File: src/rtl/piso_serializer_if.sv
// rtl/piso_serializer_if.sv - load handshake and serial output bundle for piso_serializer
interface piso_serializer_if #(
    parameter int WIDTH = 8
);
    logic [WIDTH-1:0] load_data;
    logic             load_valid;
    logic             load_ready;
    logic             ser_out;
    logic             ser_valid;
    logic             word_done;
    logic             busy;

    modport master (
        output load_data,
        output load_valid,
        input  load_ready,
        input  ser_out,
        input  ser_valid,
        input  word_done,
        input  busy
    );

    modport slave (
        input  load_data,
        input  load_valid,
        output load_ready,
        output ser_out,
        output ser_valid,
        output word_done,
        output busy
    );
endinterface

File: src/rtl/piso_serializer.sv
// rtl/piso_serializer.sv - parallel-in/serial-out word serializer, zero-gap streaming
// Define SER_PARITY_EN to append an even-parity bit after each word.
module piso_serializer #(
    parameter int WIDTH     = 8,
    parameter bit MSB_FIRST = 1'b1
) (
    input  logic             clk,
    input  logic             rst,
    piso_serializer_if.slave bus
);
    localparam int CW = $clog2(WIDTH);
    localparam logic [CW-1:0] LAST = CW'(WIDTH - 1);
`ifndef SER_PARITY_EN
    localparam logic [CW-1:0] PENULT = CW'(WIDTH - 2);
`endif

    localparam logic [1:0] IDLE   = 2'd0;
    localparam logic [1:0] SHIFT  = 2'd1;
`ifdef SER_PARITY_EN
    localparam logic [1:0] PARITY = 2'd2;
`endif

    logic [1:0]       state_q, state_d;
    logic [WIDTH-1:0] shift_q, shift_d;
    logic [CW-1:0]    count_q, count_d;
    logic             ser_out_q, ser_out_d;
    logic             ser_valid_q, ser_valid_d;
    logic             word_done_q, word_done_d;
`ifdef SER_PARITY_EN
    logic             par_q, par_d;
`endif
    logic             last_bit;
    logic             load_ready;
    logic             accept;
    logic             first_bit;
    logic             next_bit;

    assign last_bit = (state_q == SHIFT) && (count_q == LAST);

    // Ready is decoded from state only; gated by rst so it stays low while held in reset.
`ifdef SER_PARITY_EN
    assign load_ready = rst && ((state_q == IDLE) || (state_q == PARITY));
`else
    assign load_ready = rst && ((state_q == IDLE) || last_bit);
`endif
    assign accept    = bus.load_valid && load_ready;
    assign first_bit = MSB_FIRST ? bus.load_data[WIDTH-1] : bus.load_data[0];
    assign next_bit  = MSB_FIRST ? shift_q[WIDTH-2] : shift_q[1];

    always_comb begin
        state_d     = state_q;
        shift_d     = shift_q;
        count_d     = count_q;
        ser_out_d   = ser_out_q;
        ser_valid_d = ser_valid_q;
        word_done_d = 1'b0;
`ifdef SER_PARITY_EN
        par_d       = par_q;
`endif
        if (accept) begin
            state_d     = SHIFT;
            shift_d     = bus.load_data;
            count_d     = '0;
            ser_out_d   = first_bit;
            ser_valid_d = 1'b1;
`ifdef SER_PARITY_EN
            par_d       = ^bus.load_data;
`endif
        end else begin
            case (state_q)
                SHIFT: begin
                    if (count_q != LAST) begin
                        shift_d   = MSB_FIRST ? {shift_q[WIDTH-2:0], 1'b0}
                                              : {1'b0, shift_q[WIDTH-1:1]};
                        count_d   = count_q + 1'b1;
                        ser_out_d = next_bit;
`ifndef SER_PARITY_EN
                        word_done_d = (count_q == PENULT);
`endif
                    end else begin
`ifdef SER_PARITY_EN
                        state_d     = PARITY;
                        ser_out_d   = par_q;
                        word_done_d = 1'b1;
`else
                        state_d     = IDLE;
                        shift_d     = '0;
                        count_d     = '0;
                        ser_out_d   = 1'b0;
                        ser_valid_d = 1'b0;
`endif
                    end
                end
                default: begin
                    state_d     = IDLE;
                    shift_d     = '0;
                    count_d     = '0;
                    ser_out_d   = 1'b0;
                    ser_valid_d = 1'b0;
                end
            endcase
        end
    end

    always_ff @(posedge clk or negedge rst) begin
        if (!rst) begin
            state_q     <= IDLE;
            shift_q     <= '0;
            count_q     <= '0;
            ser_out_q   <= 1'b0;
            ser_valid_q <= 1'b0;
            word_done_q <= 1'b0;
`ifdef SER_PARITY_EN
            par_q       <= 1'b0;
`endif
        end else begin
            state_q     <= state_d;
            shift_q     <= shift_d;
            count_q     <= count_d;
            ser_out_q   <= ser_out_d;
            ser_valid_q <= ser_valid_d;
            word_done_q <= word_done_d;
`ifdef SER_PARITY_EN
            par_q       <= par_d;
`endif
        end
    end

    assign bus.load_ready = load_ready;
    assign bus.ser_out    = ser_out_q;
    assign bus.ser_valid  = ser_valid_q;
    assign bus.word_done  = word_done_q;
    assign bus.busy       = ser_valid_q;
endmodule

File: src/flat_wrapper.sv
// flat-port wrapper written by rule: the top's interface ports become plain ports
module piso_serializer_flat 
#(
    parameter int WIDTH     = 8,
    parameter bit MSB_FIRST = 1'b1
)
  (clk, rst, bus_load_data, bus_load_valid, bus_load_ready, bus_ser_out, bus_ser_valid, bus_word_done, bus_busy);
  piso_serializer_if #(.WIDTH(WIDTH)) bus_i ();
  input  logic clk;
  input  logic rst;
  input wire logic [$bits(bus_i.load_data)-1:0] bus_load_data;
  input wire logic [$bits(bus_i.load_valid)-1:0] bus_load_valid;
  output wire logic [$bits(bus_i.load_ready)-1:0] bus_load_ready;
  output wire logic [$bits(bus_i.ser_out)-1:0] bus_ser_out;
  output wire logic [$bits(bus_i.ser_valid)-1:0] bus_ser_valid;
  output wire logic [$bits(bus_i.word_done)-1:0] bus_word_done;
  output wire logic [$bits(bus_i.busy)-1:0] bus_busy;
  assign bus_i.load_data = bus_load_data;
  assign bus_i.load_valid = bus_load_valid;
  assign bus_load_ready = bus_i.load_ready;
  assign bus_ser_out = bus_i.ser_out;
  assign bus_ser_valid = bus_i.ser_valid;
  assign bus_word_done = bus_i.word_done;
  assign bus_busy = bus_i.busy;
  piso_serializer #(.WIDTH(WIDTH), .MSB_FIRST(MSB_FIRST)) u_core (.clk(clk), .rst(rst), .bus(bus_i));
endmodule
File: config.mk
export PLATFORM = sky130hd
export DESIGN_NAME = piso_serializer_flat
export DESIGN_NICKNAME = d
export VERILOG_FILES = /design/src/rtl/piso_serializer_if.sv /design/src/rtl/piso_serializer.sv /design/src/flat_wrapper.sv
export SDC_FILE = /design/constraint.sdc
export NUM_CORES = 1
export LEC_CHECK = 0
export CAP_MARGIN = 20
export CORE_MARGIN = 1
export CORE_UTILIZATION = 40
export DETAILED_ROUTE_END_ITERATION = 8
export PLACE_DENSITY_LB_ADDON = 0.25
export SLEW_MARGIN = 25
export SYNTH_ARGS = -nofsm -noshare
export SYNTH_HDL_FRONTEND = slang
export SYNTH_SLANG_ARGS = --single-unit
File: constraint.sdc
create_clock -name clk -period 1.4 [get_ports clk]
set_input_delay 0.28 -clock clk [delete_from_list [all_inputs] [get_ports clk]]
set_output_delay 0.28 -clock clk [all_outputs]
set_load 0.05 [all_outputs]
---- Word level (Yosys, flattened, before mapping) ----
Cells that the tools add are included.
Widths: inputs -> output; s select.
cells by class
  equal/unequal tests ..................... 5
  reductions and logical operators ........ 5
  add/sub/neg operators ................... 1
  muxes and demuxes ....................... 18
operator list
  kind                 number
  $mux 7               3
  $mux 1               9
  $mux 3               3
  $eq 3x3->1 const B   2
  $mux 2               3
  $add 3x1->3 const B  1
  $logic_and 1x1->1    3
  $ne 3x2->1 const B   1
  $ne 3x3->1 const B   1
  $eq 2x1->1 const B   1
  $logic_not 2->1      1
  $logic_or 1x1->1     1
word-level totals
  bits of input ports ..................... 11
  output and inout port bits .............. 5
  flip-flop bits (word level) ............. 15
  word-level logic and storage cells ...... 35

---- Longest topological paths before layout ----
Gate-level depths: netlist of run 1.
  depth after elaboration ................. 6
  gate-level depth with buffers ........... 5
  mapped depth without buffers ............ 4

---- Worst setup path before layout of run 1 ----
No wires, ideal clock.
  kind .................................... reg2out
  start point ............................. register u_core.count_q[0]
  end point ............................... output bus_load_ready
  required time ........................... 1120 ps
  path buffers ............................ 1
  arrival time ............................ 1344 ps
  cell stages (with the launch flop) ...... 6
  slack ................................... -224 ps
  path through ............................ dfrtp_1 ha_1 ha_1 nand2b_4 buf_6 and2_2
on the way
  cells in the longest elaborated chain, start to end .. 4
RTL lines
  item                      RTL line                source
  start: declaration        piso_serializer.sv:25   logic [CW-1:0] count_q, count_d;
  start signal: assignment  piso_serializer.sv:119  count_q <= count_d;
  $eq 3x3->1                piso_serializer.sv:38   assign last_bit = (state_q == SHIFT) && (count_q == LAST);
  $logic_and 1x1->1         piso_serializer.sv:38
  $logic_or 1x1->1          piso_serializer.sv:44   assign load_ready = rst && ((state_q == IDLE) || last_bit);
  $logic_and 1x1->1         piso_serializer.sv:44
  end: declaration          flat_wrapper.sv:13      output wire logic [$bits(bus_i.load_ready)-1:0] bus_load_ready;
No other way between the ends.

---- Worst setup path after layout of run 1 ----
  start point ............................. register u_core.count_q[1]
  end point ............................... output bus_load_ready
Same word-level chain as after synthesis.

==> flow_metrics.py, run 1 <==
metrics = {
    "die": {
        "core_area_sq_um": 1330,
        "ios": 16,
        "die_w_microns": 40.5,
        "die_y_microns": 40.5,
        "die_area_sq_um": 1640,
        "rows": 13,
        "initial_core_util_pct": 44.4,
    },
    "drt": {
        "drc": 0,
        "vias": 417,
        "wl_per_cell_microns": 12.3,
        "postRouteAntennaNets": 0,
        "drt-total-wl_microns": 1040,
        "firstDrtPassIters": 3,
        "routed_via_density": 4.91,
        "drt_iter0_markers": 4,
    },
    "synthesis": {
        "ys_seq_area_share_pct": 55.0,
        "yosysWarnings": 0,
        "syn_inst": 45,
        "yosys.cell_types.count": 15,
        "syn_area_sq_um": 592,
        "ys_ff_latch": 13,
        "syn_avg_cell_area_sq_um": 13.2,
        "synth_fp_nets": 59,
    },
    "global_route": {
        "grt_overflow": 0,
        "grt_pass1_wl_microns": 1680,
        "antenna_found_initial": 0,
        "grt_start_max_net_pins": 12,
        "grtUsageTotal_pct": 16.4,
        "grt_pass1_vias": 373,
    },
    "critical_path": {
        "reg2reg_depth": 5,
        "rr_endpoint": "u_core.shift_q[5]",
        "regToRegSetupSlack_ns": -0.09,
        "crit_path_start_kind": "register",
        "crit_start": "u_core.count_q[1]",
        "r2r_start": "u_core.count_q[1]",
        "critPathKind": "reg -> out",
        "endpoint_kind": "output port",
        "crit_arrival_ns": 1.45,
        "worstPathRequired_ns": 1.12,
        "path_max_fanout": 2,
    },
    "cts": {
        "cts_sinks": 13,
        "htree_levels": 1,
        "cts_tree": "yes",
        "cts-root-buf": "clkbuf_4",
        "clk_latency_ns": 0.27,
        "clk_pin_slew_worst_paths_ns": 0.08,
        "cts_buffer_depth": 2,
        "cts_made_buffers": 3,
    },
    "job": {
        "maxCapViolations": 0,
    },
    "timing": {
        "period_needed_ns": 1.73,
        "worst_slew_pin_slew_ns": 0.227,
        "rsz0062_at_grt": "true",
        "maxSlewViolCount": 0,
        "slew_headroom_pct": 84.8,
        "setup_violations": 9,
        "fin_worst_skew_ns": 0.00661,
        "setup_ws_ns": -0.333,
        "finalHoldViolCount": 0,
        "fmax_mhz": 577,
        "timing.final.crit_share_pct": 124,
    },
    "status": {
        "violations": "setup timing",
        "run_status": "finished, violations left",
    },
    "final_layout": {
        "layout_common_cells": "13 x dfrtp_1, 10 x clkdlybuf4s50_1, 9 x buf_4, 7 x and3_1, 5 x buf_12",
        "antennaDiodeCount": 0,
        "num-nets-final": 85,
        "drive_above_1_share_pct": 41.4,
        "design_area_sq_um": 897,
        "final_common_cell": "dfrtp_1",
        "syn_to_final_growth_pct": 51.6,
    },
    "worst_hold_path": {
        "hold_path_class": "in -> async",
    },
    "place": {
        "gp_congestion": 0.712,
        "port_buffers": 15,
        "postPlaceCellArea_sq_um": 883,
        "place_worst_setup_slack_ns": -0.0775,
        "dpl.hpwl_microns": 824,
    },
    "pwr": {
        "totalPowerFinal_mw": 1.81,
        "leakagePower_nw": 0.453,
        "p_per_area_nw_per_um2": 2020,
        "peakVddDrop_mv": 1.18,
    },
}
[per-layer routing]
metal  track usage [%]  wire length, microns  part of all wire [%]  up-vias
li1                  -                     -                     -      204
met1              22.1                   489                    47      202
met2              23.4                   503                    48       11
met3              5.56                    49                   4.7        0
met4              7.50                     0                     0        0
met5                 0                     0                     0        -
[power by group]
group	internal, mW	switching, mW
clock network	0.110	0.119
logic	0.537	0.458
registers	0.510	0.0744
[layout make-up]
type	count	area, sq um
Clock buffer	4	26.3
Fill cell	108	437
Inverter	1	3.75
Multi-Input combinational cell	28	255
Sequential cell	13	325
Tap cell	15	18.8
Timing Repair Buffer	24	268
[through the flow]
stage	std cells	util (%)	setup TNS (ns)	hold WS (ns)
floorplan	45	-	-0.159	-0.0156
global placement	81	66.2	-0.471	0.461
detailed placement	81	66.2	-0.410	0.472
CTS	85	67.3	-1.04	0.392
global route	85	67.3	-1.37	0.394
finish	85	67.3	-0.960	0.390
[worst max-delay path by stage]
stage                                    end  slack [ns]  cells past startpoint
after floorplan               bus_load_ready        -0.1                      5
after global placement     u_core.shift_q[6]       -0.08                      4
final                         bus_load_ready       -0.33                      5
after detailed placement  u_core.bus.ser_out       -0.08                      4
after CTS                     bus_load_ready       -0.35                      5
after global routing          bus_load_ready       -0.39                      5
[state kept, by name, indices dropped and copies added (netlist names)]
register and count:
u_core.state_q 1, u_core.bus.word_done 1, u_core.count_q 3, u_core.bus.ser_out 1, u_core.shift_q 7
[synthesized netlist by cell type]
library cell,count,area [sq um]
mux2_4,4,60.1
and4_2,1,10.0
buf_4,1,7.51
a31oi_1,1,6.26
nand2_1,4,15.0
buf_6,1,11.3
clkbuf_2,1,5.00
and2_2,1,7.51
nor2_1,3,11.3
mux2_2,3,33.8
ha_1,3,37.5
and3_1,7,43.8
dfrtp_1,13,325
nand2b_4,1,13.8
inv_1,1,3.75
[worst max-delay path, stage by stage (launching register included)]
cell	delay, ns
dfrtp_1	0.39
ha_2	0.20
ha_4	0.16
nand2b_4	0.13
and2_4	0.16
buf_12	0.14
[repair_timing]
item | CTS | global route
hold buffers | 0 | 0
pin swaps | 1 | 2
setup buffers | 1 | 1
gates resized for setup | 0 | 0
endpoints found under the setup margin | 8 | 10
[logic make-up (layout without fill, tap and decap cells)]
group	count (synthesis)	in the layout	share of synthesized area [%]
compound gates	1	1	1.06
fa+ha+maj	3	3	6.34
buf+inv	4	29	4.65
flops	13	13	55.0
mux	7	7	15.9
simple gates	17	17	17.1
(Power assumes the default switching activity.)
==> run 2: changes to the inputs <==
--- a/config.mk
+++ b/config.mk
@@ -5,6 +5,7 @@
 export SDC_FILE = /design/constraint.sdc
 export NUM_CORES = 1
 export LEC_CHECK = 0
+export ABC_AREA = 1
 export CAP_MARGIN = 20
 export CORE_MARGIN = 1
 export CORE_UTILIZATION = 40
==> run 2 against run 1 <==
  * The run still ends with setup timing left
  * Routed wire length is 11% higher
  * Worst setup slack better by 0.074 ns
  * Final cell count is 16% higher
  * Sequential power is 1% lower
  * Count of clock-buffer cells in the layout stayed put
  * Register-to-register slack better by 0.18 ns
  * Largest cell class unchanged
==> flow_metrics.py, run 2 <==
metrics = {
    "status": {
        "run_status": "finished, violations left",
        "violations": "setup timing",
    },
    "timing": {
        "fmax_mhz": 603,
        "timing.final.crit_share_pct": 118,
        "setup_ws_ns": -0.259,
        "slew_headroom_pct": 81.8,
        "worst_slew_pin_slew_ns": 0.273,
        "period_needed_ns": 1.66,
        "setup_violations": 1,
        "maxSlewViolCount": 0,
        "finalHoldViolCount": 0,
        "hold_ws_ns": 0.348,
        "rsz0062_at_grt": "true",
        "fin_worst_skew_ns": 0.00100,
    },
    "drt": {
        "drt_iter0_markers": 6,
        "postRouteAntennaNets": 0,
        "firstDrtPassIters": 3,
        "wl_per_cell_microns": 11.7,
        "drt-total-wl_microns": 1160,
        "vias": 453,
        "routed_via_density": 4.58,
        "drc": 0,
    },
    "critical_path": {
        "max_stage_delay_ns": 0.41,
        "critPathKind": "reg -> out",
        "worst-path-buf-inv": 3,
        "crit_family": "flip-flops",
        "crit_arrival_ns": 1.38,
        "crit_path_start_kind": "register",
        "path_max_fanout": 2,
        "cpMaxStageDelayCell": "dfrtp_1",
        "endpoint_kind": "output port",
        "cp_cell_sequence": "ha_4 > ha_4 > inv_2 > nand2_2 > inv_2 > nor2_4 > buf_12",
        "worstPathRequired_ns": 1.12,
    },
    "die": {
        "die_y_microns": 39.7,
        "rows": 13,
        "core_area_sq_um": 1320,
        "initial_core_util_pct": 43.1,
        "ios": 16,
        "die_area_sq_um": 1570,
        "die_w_microns": 39.7,
    },
    "final_layout": {
        "largest_register_ffs": 7,
        "final_common_cell": "nand2_1",
        "final_cells": 99,
        "num-nets-final": 99,
        "reg_top3": "u_core.shift_q: 7 flops, u_core.count_q: 3 flops",
        "regMostFlops": "u_core.shift_q",
        "syn_to_final_growth_pct": 55.5,
        "antennaDiodeCount": 0,
        "layout_common_cells": "18 x nand2_1, 13 x dfrtp_1, 10 x clkdlybuf4s50_1, 10 x buf_4, 7 x nand4_1",
        "drive_above_1_share_pct": 28.6,
    },
    "cts": {
        "cts_sinks": 13,
        "htree_levels": 1,
        "clk_latency_ns": 0.28,
        "hold_buffers": 0,
        "cts_buffer_depth": 2,
        "cts-root-buf": "clkbuf_4",
        "cts_tree": "yes",
        "clk_pin_slew_worst_paths_ns": 0.07,
        "cts_made_buffers": 3,
    },
    "global_route": {
        "grt_pass1_vias": 388,
        "grtUsageTotal_pct": 16.7,
        "grt_overflow": 0,
        "antenna_found_initial": 0,
        "grt_start_max_net_pins": 16,
        "grt_pass1_wl_microns": 1610,
    },
    "synthesis": {
        "synth_fp_nets": 73,
        "yosys-top-cells-area": "dfrtp_1 57%, nand2_1 12%, nand4_1 7.7%, ha_1 6.6%, buf_6 4.0%",
        "yosys_most_used_dff": "dfrtp_1",
        "synth_edf_count": 0,
        "ys_ff_latch": 13,
        "synth_top_area_share_pct": 57.3,
        "syn_avg_cell_area_sq_um": 9.63,
        "synth_top_cell_by_area": "dfrtp_1",
        "yosysWarnings": 0,
        "syn_area_sq_um": 568,
        "ys_seq_area_share_pct": 57.3,
        "yosys.cell_types.count": 11,
        "synth_common_cells": "18 x nand2_1, 13 x dfrtp_1, 7 x nand4_1",
        "ys_async_sr_fraction_pct": 100,
        "syn_inst": 59,
        "yosysMostFrequentCell": "nand2_1",
    },
    "worst_hold_path": {
        "hold_path_class": "in -> async",
    },
    "place": {
        "numPlacedInstances": 92,
        "gp_congestion": 0.698,
        "dpl.hpwl_microns": 784,
        "port_buffers": 15,
    },
    "pwr": {
        "p_per_area_nw_per_um2": 1810,
        "p_sw_share_pct": 38.4,
        "seq_power_share_pct": 36.1,
        "peakVddDrop_mv": 1.07,
        "internal_power_mw": 0.987,
        "p_sw_mw": 0.615,
        "totalPowerFinal_mw": 1.60,
        "p_clk_share_pct": 14.4,
        "pwr-share-comb_pct": 49.5,
        "leakagePower_nw": 0.458,
    },
    "job": {
        "maxCapViolations": 0,
    },
}
## run 2: kinds of logic (layout without fill, tap and decap cells)
logic type                 count (synthesis)  in the layout  share of synthesized area, %
and+or+nand+nor                           32             32                          24.9
DFF                                       13             13                          57.3
buffers and inverters                     11             36                          11.2
adders and majority gates                  3              3                          6.61
## run 2: layout make-up
| cell class | instances | area [sq um] |
|---|---|---|
| multi-input cells | 35 | 211 |
| repair buffers | 25 | 275 |
| flip-flops and latches | 13 | 325 |
| clock buffers | 4 | 26.3 |
| inverters | 7 | 26.3 |
| fillers | 101 | 434 |
| well taps | 15 | 18.8 |
## run 2: repair_timing
item | in CTS | in global routing
resized for setup | 4 | 1
gates cloned | 0 | 0
endpoints found under the setup margin | 1 | 2
pin swaps | 1 | 0
buffers inserted | 1 | 2
## run 2: final timing paths
| check | from | to | slack [ns] | cells past startpoint |
|---|---|---|---|---|
| worst max-delay path | u_core.count_q[0] | bus_load_ready | -0.26 | 7 |
| worst min-delay path | rst | u_core.shift_q[4] | 0.35 | 2 |
| worst max register to register | u_core.count_q[0] | u_core.count_q[2] | 0.09 | 8 |
| worst min register to register | u_core.shift_q[6] | u_core.bus.ser_out | 0.46 | 2 |
| max in group asynchronous | rst | u_core.count_q[0] | 0.76 | 3 |
| min in group clk | u_core.shift_q[6] | u_core.bus.ser_out | 0.46 | 2 |
## run 2: power groups by stage
stage	clock, mW	combinational [mW]	sequential [mW]
2_1_floorplan	0	0.337	0.626
3_3_place_gp	0	0.690	0.567
3_5_place_dp	0	0.697	0.572
4_1_cts	0.232	0.738	0.566
5_1_grt	0.256	0.850	0.589
6_report	0.231	0.794	0.578
## run 2: stage by stage
stage	utilization, %	worst slack (ns)	cell area (sq um)	TNS, ns
2_1_floorplan	-	0.00105	576	0
3_3_place_gp	61.4	0.0140	810	0
3_5_place_dp	61.4	-0.00740	810	-0.00740
4_1_cts	65.1	-0.251	858	-0.251
5_1_grt	67.0	-0.315	883	-0.315
6_report	67.0	-0.259	883	-0.259
## run 2: per-layer routing
metal  track usage, %  part of all wire, %
met3             8.52                  4.1
met1             17.1                   41
met5                0                    0
met4             5.17                  1.9
met2             29.1                   53
